--- config.mk ---
export PLATFORM = sky130hd
export DESIGN_NAME = bram_sample_streamer
export DESIGN_NICKNAME = d
export VERILOG_FILES = /design/src/rtl/bram_sample_streamer.sv
export SDC_FILE = /design/constraint.sdc
export NUM_CORES = 1
export LEC_CHECK = 0
export BUFFER_PORTS_ARGS = -buffer_cell sky130_fd_sc_hd__buf_2
export CORE_ASPECT_RATIO = 1.75
export CORE_MARGIN = 8
export CORE_UTILIZATION = 58
export CTS_CLUSTER_DIAMETER = 150
export DETAILED_ROUTE_END_ITERATION = 8
export MAX_ROUTING_LAYER = met4
export PLACE_DENSITY = 0.78
export SETUP_SLACK_MARGIN = 0.4
export SYNTH_ARGS = -nofsm -noshare
export SYNTH_HDL_FRONTEND = slang
export SYNTH_SLANG_ARGS = --single-unit
--- constraint.sdc ---
create_clock -name clock -period 4.2 [get_ports clock]
set_input_delay 1.26 -clock clock [delete_from_list [all_inputs] [get_ports clock]]
set_output_delay 1.26 -clock clock [all_outputs]
set_load 0.01 [all_outputs]
--- src/rtl/bram_sample_streamer.sv ---
// BRAM playback fetch stage: one stereo word per audio frame tick,
// volume-shifted and streamed as left/right 24-bit AXI-Stream beats.
module bram_sample_streamer #(
  parameter int RAM_DEPTH = 65278,
  parameter int FS_DIV    = 512,
  parameter int ADDR_W    = 16,
  parameter int BRAM_LAT  = 2
) (
  input  logic              clock,
  input  logic              reset,
  input  logic              enable,
  input  logic [3:0]        vol,
  output logic [ADDR_W-1:0] bram_addr,
  output logic              bram_en,
  output logic              bram_regce,
  input  logic [31:0]       bram_dout,
  output logic [23:0]       m_axis_tdata,
  output logic              m_axis_tvalid,
  output logic              m_axis_tlast,
  input  logic              m_axis_tready,
  output logic              overrun
);

  localparam int CW = (FS_DIV > 1) ? $clog2(FS_DIV) : 1;
  localparam int LW = $clog2(BRAM_LAT + 1);

  localparam logic [2:0] IDLE      = 3'd0;
  localparam logic [2:0] WAIT_TICK = 3'd1;
  localparam logic [2:0] FETCH     = 3'd2;
  localparam logic [2:0] SEND_L    = 3'd3;
  localparam logic [2:0] SEND_R    = 3'd4;

  logic [2:0]    state;
  logic [CW-1:0] cnt;
  logic [LW-1:0] lat;
  logic [23:0]   right_q;
  logic          tick;
  logic          hs;
  logic          last_lat;

  assign tick     = enable && (cnt == CW'(FS_DIV - 1));
  assign hs       = m_axis_tvalid && m_axis_tready;
  assign last_lat = (lat == LW'(BRAM_LAT - 1));

  // Left-justify to 24 bits, then attenuate keeping the sign.
  function automatic logic [23:0] scale(
    input logic [15:0] s,
    input logic [3:0]  sh
  );
    logic signed [23:0] w;
    w = {s, 8'h00};
    return w >>> sh;
  endfunction

  always_ff @(posedge clock or posedge reset) begin
    if (reset) begin
      cnt <= '0;
    end else if (enable) begin
      cnt <= tick ? '0 : cnt + 1'b1;
    end
  end

  always_ff @(posedge clock or posedge reset) begin
    if (reset) begin
      overrun <= 1'b0;
    end else if (tick && state != WAIT_TICK) begin
      overrun <= 1'b1;
    end
  end

  always_ff @(posedge clock or posedge reset) begin
    if (reset) begin
      state         <= IDLE;
      lat           <= '0;
      bram_addr     <= '0;
      bram_en       <= 1'b0;
      bram_regce    <= 1'b0;
      right_q       <= '0;
      m_axis_tdata  <= '0;
      m_axis_tvalid <= 1'b0;
      m_axis_tlast  <= 1'b0;
    end else begin
      case (state)
        IDLE: begin
          if (enable) state <= WAIT_TICK;
        end
        WAIT_TICK: begin
          if (!enable) begin
            state <= IDLE;
          end else if (tick) begin
            state      <= FETCH;
            lat        <= '0;
            bram_en    <= 1'b1;
            bram_regce <= 1'b1;
          end
        end
        FETCH: begin
          if (last_lat) begin
            bram_en       <= 1'b0;
            bram_regce    <= 1'b0;
            m_axis_tdata  <= scale(bram_dout[31:16], vol);
            right_q       <= scale(bram_dout[15:0], vol);
            m_axis_tvalid <= 1'b1;
            m_axis_tlast  <= 1'b0;
            state         <= SEND_L;
          end else begin
            lat <= lat + 1'b1;
          end
        end
        SEND_L: begin
          if (hs) begin
            m_axis_tdata <= right_q;
            m_axis_tlast <= 1'b1;
            state        <= SEND_R;
          end
        end
        SEND_R: begin
          if (hs) begin
            m_axis_tvalid <= 1'b0;
            m_axis_tlast  <= 1'b0;
            state         <= WAIT_TICK;
            if (bram_addr == ADDR_W'(RAM_DEPTH)) begin
              bram_addr <= '0;
            end else begin
              bram_addr <= bram_addr + 1'b1;
            end
          end
        end
        default: begin
          state <= IDLE;
        end
      endcase
    end
  end

endmodule

# Yosys cells after proc, flatten, opt, wreduce, memory -nomap -nowiden
# Cells that the tools add are included.
# totals
register_bits,82
in_bits,40
output_inout_bits,45
word_cells,72
# op_classes
addsub,3
eq_ne,16
shifts,2
mux,25
reduce_logical,16
# ops
cell,n
two-way mux 24 bit,2
one-hot mux 24 bit (2 select lines),1
>>> shifter 24 x 4 -> 24 bit,2
two-way mux 3 bit,6
"adder 16 x 1 -> 16 bit, second input constant",1
"== test 16 bit, second input constant",1
two-way mux 16 bit,1
one-hot mux 3 bit (5 select lines),1
"inequality test 2 bit, second input constant",7
AND reduction 4 bit,3
"adder 9 x 1 -> 9 bit, second input constant",1
"== test 9 bit, second input constant",1
two-way mux 9 bit,1
"== test 3 x 2 -> 1 bit, second input constant",2
two-way mux 1 bit,6
two-way mux 2 bit,3
AND reduction 3 bit,2
nonzero test 2 bit,3
AND reduction 5 bit,1
one-hot mux 1 bit (2 select lines),2
one-hot mux 2 bit (2 select lines),1
AND reduction 2 bit,2
"== test 3 x 1 -> 1 bit, second input constant",1
"== test 3 bit, second input constant",1
other kinds (8),10

# Depth between registers and ports, before layout
# Gate-level depths: netlist (run 1).
# depth
ltp_word,5
mapped_depth,9
mapped_depth_nobuf,8

# Least setup slack after synthesis (run 1)
# Ideal clock, no wire load.
# synth_timing
path_kind,input-to-reg
startpoint,in vol[0]
endpoint,reg right_q[16]
setup_ns,0.118
arrival_ns,2.885
required_ns,4.082
slack_ns,1.197
stages,7
path_buffers,4
path_cell_list,clkbuf_1 buf_2 buf_2 clkbuf_1 mux2i_1 a21oi_1 a21o_1
# synth_between
elab_chain_cells,1
# synth_lines
item,line,rtl
start: declaration,12,"input logic [3:0] vol,"
>>> shifter 24 x 4 -> 24 bit,52,return w >>> sh;
end signal: assignment,102,"right_q <= scale(bram_dout[15:0], vol);"
end: declaration,36,logic [23:0] right_q;
# Every way passes these cells.
# A chain may end at the register's enable or synchronous reset.

# Final worst setup path (run 1)
# layout_timing
startpoint,in vol[1]
endpoint,reg right_q[11]
# The elaborated chain is that of the path after synthesis.

==> run metrics, run 1 <==
status complete, no violations; HP Start right_q[23]$_DFFE_PP0P_; DR vias 5,079; proportion of synthesized area in mux cells 0.2053; CTS tree yes; Final period util 0.7234; drt via density 6.588; Mapped Cells 589; CTS HTree Levels 3; root buffer cell clkbuf_16; Adder-Cell Fraction of Synth Area 0.01111; flops & latches, synth 82; vias in the first global route 5,131; largest net degree at the start of global routing 51; Die ar. 13,240 um^2; CTS Sinks 82; drt wl/cell 21.70 um; Antenna Cells 0; Post-CTS Hold Buffers 0; Final ANT Viol Nets 0; number of synthesized flops with an enable pin 0; Cell Rows 47; cts repair resizes 0; CORE AREA 9468 um^2; Die Wd 90.48 um; total track usage 0.2599; warnings from Yosys 0; post-synthesis compound-gate area fraction 0.1789; clk_lat worst skew 0.34 ns; Synth top area share 0.3644; Routability Congestion 0.9544; final hold vios 0; Crit path largest cell delay 0.62 ns; GR Overflow Total 0; fraction of layout instances using a drive strength above 1 0.2419; post-synth net total 634; largest family of logic cells by synthesized area multiplexers; Layout area overhead 13.64%; Layout Nets 690; number of setup buffers added after CTS 0; commonest non-fill, non-tap cell in the layout buf_2; most frequent cells in the layout buf_2, dfrtp_1, nand2_1; ys flop type dfrtp_1; CTS Buf Count 9; RSZ-0062 raised after global routing false; Synth Area in Simple Gates 0.1793; R2R cell count 5; reg2reg end m_axis_tdata[15]$_DFFE_PP0P_; Finished Layout Cells 771; I/O pin total 85; # DRC 0; Die Y 146.3 um; syn avg cell area 9.559 um^2; post-synthesis xor/xnor area fraction 0.01089; slowest CP cell buf_2; hold path cells 2; Tightest Pin Transition 1.055 ns; initial antenna violation count 0; flop2flop setup slack 1.54 ns; pwr/cell area 317.9 nW/um^2; crit path from vol[1]; Fmax 0.3291 GHz; Setup CP Type input pin to flip-flop; Non-Filler Cell Area, Final 6399 um^2; Post-Place Cells 756; Required @ worst endpoint 4.40 ns; Slew HR 0.2926; worst vdd ir 205.6 uV; hold-critical path endpoint right_q[23]$_DFFE_PP0P_; R2R Path Start state[0]$_DFFE_PP0P_; cell taking the most area after synthesis dfrtp_1; worst-path cell chain buf_2 -> buf_4 -> mux4_2 -> mux2i_1 -> a31oi_1; number of port buffers 84; Leak 2.797 nW; Post-Syn Area 5630 um^2; Area contributors post-synth dfrtp_1, mux4_2, nand2_1; Seq/Total Area, Yosys 0.3644; drt total wl 16.73 mm; maxcap violations 0; final clock skew 0.003986 ns; post-synth cell types 69; clock slew at reported path FFs 0.06 ns; clock tree buffer depth 2; Slew Viols, Final 0; Final min period 3.038 ns; starting DRC count in detailed routing 386; Setup violations, final 0; Startpoint Class input pin; initial core utilization 0.5947; TritonRoute pass-1 iters 6; dpl hpwl 12.60 mm; Placed Area 6097 um^2; Synth async-reset ratio 1.000; final setup TNS 0 ns; min-delay worst type flip-flop to flip-flop; critical path data arrival time 3.24 ns; crit path capture type flip-flop; global-route wire length before repair 26.71 mm; worst-path maximum fanout 35
[per-layer routing]
layer	global-route usage	vias up	wire length (um)
li1	-	2324	-
met1	0.2817	2466	6346
met2	0.4346	237	8560
met3	0.04209	52	904
met4	0.1601	0	919
met5	-	-	0
[worst max-delay path by stage]
| stage | endpoint | slack [ns] | depth (start not counted) |
|---|---|---|---|
| after detailed placement | m_axis_tdata[4]$_DFFE_PP0P_ | 0.82 | 5 |
| final | right_q[11]$_DFFE_PP0P_ | 1.16 | 5 |
| after CTS | m_axis_tdata[4]$_DFFE_PP0P_ | 1.17 | 5 |
| after floorplan | bram_addr[0]$_DFFE_PP0P_ | 0.83 | 1 |
| after global placement | m_axis_tdata[4]$_DFFE_PP0P_ | 0.86 | 5 |
| after global routing | right_q[16]$_DFFE_PP0P_ | 1.02 | 6 |
[synth_stat cells, types with 3 or more instances]
| cell | number |
|---|---|
| a21oi_1 | 39 |
| a221o_1 | 3 |
| a221oi_1 | 9 |
| a222oi_1 | 3 |
| a22o_1 | 5 |
| a22oi_1 | 4 |
| a31oi_1 | 12 |
| and3_1 | 4 |
| buf_1 | 4 |
| buf_2 | 9 |
| clkbuf_1 | 33 |
| dfrtp_1 | 82 |
| ha_1 | 5 |
| inv_1 | 16 |
| mux2_1 | 6 |
| mux2_2 | 12 |
| mux2i_1 | 21 |
| mux4_2 | 33 |
| nand2_1 | 61 |
| nand2b_1 | 16 |
| nand3_1 | 14 |
| nand4_1 | 8 |
| nor2_1 | 47 |
| nor2b_1 | 8 |
| nor3_1 | 9 |
| o211ai_1 | 6 |
| o21a_1 | 3 |
| o21ai_0 | 6 |
| o21ai_1 | 25 |
| o221ai_1 | 5 |
| o22ai_1 | 8 |
| o2bb2ai_1 | 4 |
| o31ai_1 | 4 |
| or2_1 | 4 |
| or3_1 | 9 |
| or4_1 | 4 |
| xnor2_1 | 4 |
| xor2_1 | 3 |
[cell families (layout without fill, tap and decap cells)]
| group | after synthesis | after routing |
|---|---|---|
| flops | 82 | 82 |
| buf+inv | 68 | 128 |
| xor+xnor | 7 | 7 |
| simple gates | 202 | 202 |
| fa+ha+maj | 5 | 5 |
| mux | 72 | 72 |
| compound gates | 153 | 153 |
[power breakdown]
group,internal (W),switching [W],leakage [nW]
Combinational,0.000160,0.000191,1.64
Clock,0.000517,0.000302,0.147
Sequential,0.000825,0.0000391,1.01
[final cells by class]
cell class / count / area [um^2]
flip-flops and latches: 82 / 2052
inverters: 19 / 72.57
fillers: 739 / 3069
clock inverters: 3 / 65.06
repair buffers: 94 / 508.0
multi-input cells: 439 / 3312
clock buffers: 12 / 236.5
well taps: 122 / 152.6
[stage by stage]
stage / util / setup slack, ns / total power (W) / hold slack, ns
finish: 0.6758 / 1.162 / 0.002034 / 0.4798
global route: 0.6758 / 1.024 / 0.002104 / 0.5028
CTS: 0.6758 / 1.174 / 0.002036 / 0.4824
detailed placement: 0.6440 / 0.8238 / 0.001223 / 0.4675
global placement: 0.6440 / 0.8640 / 0.001216 / 0.4699
floorplan: - / 0.8316 / 0.001118 / 0.4466
[critical path, delay by kind of cell]
| family | cells | cell delay [ns] |
|---|---|---|
| mux | 2 | 0.87 |
| compound gates | 1 | 0.15 |
| buf+inv | 2 | 0.95 |
[flip-flops by register name, summed over array words and instances (netlist names)]
register       count
overrun            1
lat                2
m_axis_tlast       1
state              3
right_q           24
bram_regce         1
bram_addr         16
m_axis_tdata      24
m_axis_tvalid      1
cnt                9
(Power assumes the default switching activity.)
==> inputs of run 2 (changes only) <==
--- a/config.mk
+++ b/config.mk
@@ -8,11 +8,11 @@
 export BUFFER_PORTS_ARGS = -buffer_cell sky130_fd_sc_hd__buf_2
 export CORE_ASPECT_RATIO = 1.75
 export CORE_MARGIN = 8
-export CORE_UTILIZATION = 58
+export CORE_UTILIZATION = 52
 export CTS_CLUSTER_DIAMETER = 150
 export DETAILED_ROUTE_END_ITERATION = 8
 export MAX_ROUTING_LAYER = met4
-export PLACE_DENSITY = 0.78
+export PLACE_DENSITY = 0.74
 export SETUP_SLACK_MARGIN = 0.4
 export SYNTH_ARGS = -nofsm -noshare
 export SYNTH_HDL_FRONTEND = slang
==> constraint.sdc (replaced) <==
create_clock -name clock -period 2.52 [get_ports clock]
set_input_delay 0.756 -clock clock [delete_from_list [all_inputs] [get_ports clock]]
set_output_delay 0.756 -clock clock [all_outputs]
set_load 0.01 [all_outputs]
==> run 2 against run 1 <==
Against the previous run:
- cell area rose by 6.2%
- power rose by 73%
- clock power rose by 75%
- global-route usage fell by 1.0 points
- flip-flop and latch count did not move
- first-iteration DRC count rose by 3.9%
- via count rose by 3.5%
- routed wire length rose by 4.4%
- count of clock-buffer cells in the layout rose by 1
- register-to-register slack got worse by 1.2 ns
- utilization fell by 3.7 points
==> run metrics, run 2 (same netlist as run 1, synthesis figures left out) <==
status complete, no violations; drt total wl 17.47 mm; worst vdd ir 405.6 uV; CTS Sinks 82; CORE AREA 10,640 um^2; Die Wd 94.66 um; worst-path maximum fanout 13; Placed Area 6387 um^2; TritonRoute pass-1 iters 5; clk_lat worst skew 0.34 ns; Slew Viols, Final 0; initial core utilization 0.5294; final hold vios 0; Die ar. 14,550 um^2; crit path capture type flip-flop; Final period util 0.8461; drt wl/cell 21.68 um; flop2flop setup slack 0.39 ns; final clock skew 0.005728 ns; Worst Setup EP bram_addr[15]$_DFFE_PP0P_; I/O pin total 85; R2R Path Start state[2]$_DFFE_PP0P_; Slew HR 0.7159; total track usage 0.2497; Tightest Pin Transition 0.4261 ns; Final min period 2.132 ns; pwr/cell area 516.7 nW/um^2; Post-CTS Hold Buffers 0; R2R cell count 4; min-delay worst type flip-flop to flip-flop; drt via density 6.525; global-route wire length before repair 27.52 mm; GR Overflow Total 0; crit path from state[2]$_DFFE_PP0P_; number of port buffers 84; DR vias 5,259; # DRC 0; Non-Filler Cell Area, Final 6795 um^2; Layout Nets 717; Setup CP Type flip-flop to flip-flop; Antenna Cells 0; PnR worst setup slack 0.3879 ns; initial antenna violation count 0; Leak 3.000 nW; dpl hpwl 13.27 mm; Fmax 0.4690 GHz; Startpoint Class flip-flop; Setup violations, final 0; CTS HTree Levels 3; CTS tree yes; Routability Congestion 1.008; critical path data arrival time 2.40 ns; fraction of layout instances using a drive strength above 1 0.2929; starting DRC count in detailed routing 401; Required @ worst endpoint 2.79 ns; pre-CTS WS -0.02796 ns; leading registers by flop count m_axis_tdata x24, right_q x24, bram_addr x16; fill cell count 880; CTS Buf Count 9; reg2reg end bram_addr[15]$_DFFE_PP0P_; vias in the first global route 5,233; RSZ-0062 raised after global routing true; clock slew at reported path FFs 0.06 ns; Layout area overhead 20.69%; Die Y 153.7 um; largest net degree at the start of global routing 83; most frequent cells in the layout buf_2, dfrtp_1, nand2_1; Final ANT Viol Nets 0; clock tree buffer depth 2; commonest non-fill, non-tap cell in the layout buf_2; maxcap violations 0; root buffer cell clkbuf_16; Cell Rows 50
==> run 2: cell types whose count changed in the layout (fill, tap and decap cells not counted), sizes merged <==
cell	delta
clkbuf	+2
clkinv	-2
clkinvlp	+1
buf	+26
==> run 2: worst max-delay path: stages, from the launching register on <==
cell	delay (ns)
dfrtp_2	0.42
or3b_4	0.43
or4_4	0.52
or4_1	0.55
a21oi_1	0.14
==> run 2: through the flow <==
step	std cells	setup TNS [ns]	power, W	utilization	hold WS [ns]
3_5_place_dp	786	-0.02796	0.002079	0.6006	0.4650
4_1_cts	803	0	0.003505	0.6331	0.4810
5_1_grt	806	0	0.003638	0.6389	0.5092
3_3_place_gp	786	-0.08086	0.002059	0.6006	0.4631
2_1_floorplan	589	0	0.001890	-	0.4466
6_report	806	0	0.003511	0.6389	0.4808
==> run 2: how the worst min path moves through the flow <==
stage	from	endpoint	slack, ns	cells past startpoint
after detailed placement	overrun$_DFFE_PP0P_	overrun$_DFFE_PP0P_	0.46	1
final	overrun$_DFFE_PP0P_	overrun$_DFFE_PP0P_	0.48	1
after global placement	overrun$_DFFE_PP0P_	overrun$_DFFE_PP0P_	0.46	1
after CTS	overrun$_DFFE_PP0P_	overrun$_DFFE_PP0P_	0.48	1
after floorplan	right_q[23]$_DFFE_PP0P_	right_q[23]$_DFFE_PP0P_	0.45	2
after global routing	overrun$_DFFE_PP0P_	overrun$_DFFE_PP0P_	0.51	1
==> run 2: where the power goes <==
part / switching [W] / internal (W) / total [W]
registers: 0.0000570 / 0.00138 / 0.00143
clock network: 0.000510 / 0.000917 / 0.00143
logic: 0.000342 / 0.000310 / 0.000651
==> run 2: final cells by class <==
| type | count | area [um^2] | share of cell area |
|---|---|---|---|
| Sequential cell | 82 | 2053 | 0.3022 |
| Clock inverter | 2 | 60.06 | 0.008838 |
| Timing Repair Buffer | 121 | 797.0 | 0.1173 |
| Tap cell | 130 | 162.7 | 0.02394 |
| Inverter | 19 | 75.07 | 0.01105 |
| Clock buffer | 13 | 260.3 | 0.03830 |
| Multi-Input combinational cell | 439 | 3387 | 0.4984 |
==> run 2: repair_timing <==
item	in CTS	in global routing
setup buffers	2	2
cloned	0	1
setup endpoints to repair	11	10
pin swaps	0	2
resized for setup	4	7
endpoints found under the hold margin	0	0
==> run 2: routing by layer <==
| layer | GRT usage | vias up | part of all wire |
|---|---|---|---|
| met5 | - | - | 0 |
| met4 | 0.1617 | 0 | 0.065 |
| met3 | 0.03218 | 63 | 0.052 |
| met2 | 0.4271 | 237 | 0.53 |
| met1 | 0.2591 | 2585 | 0.35 |
| li1 | - | 2374 | - |
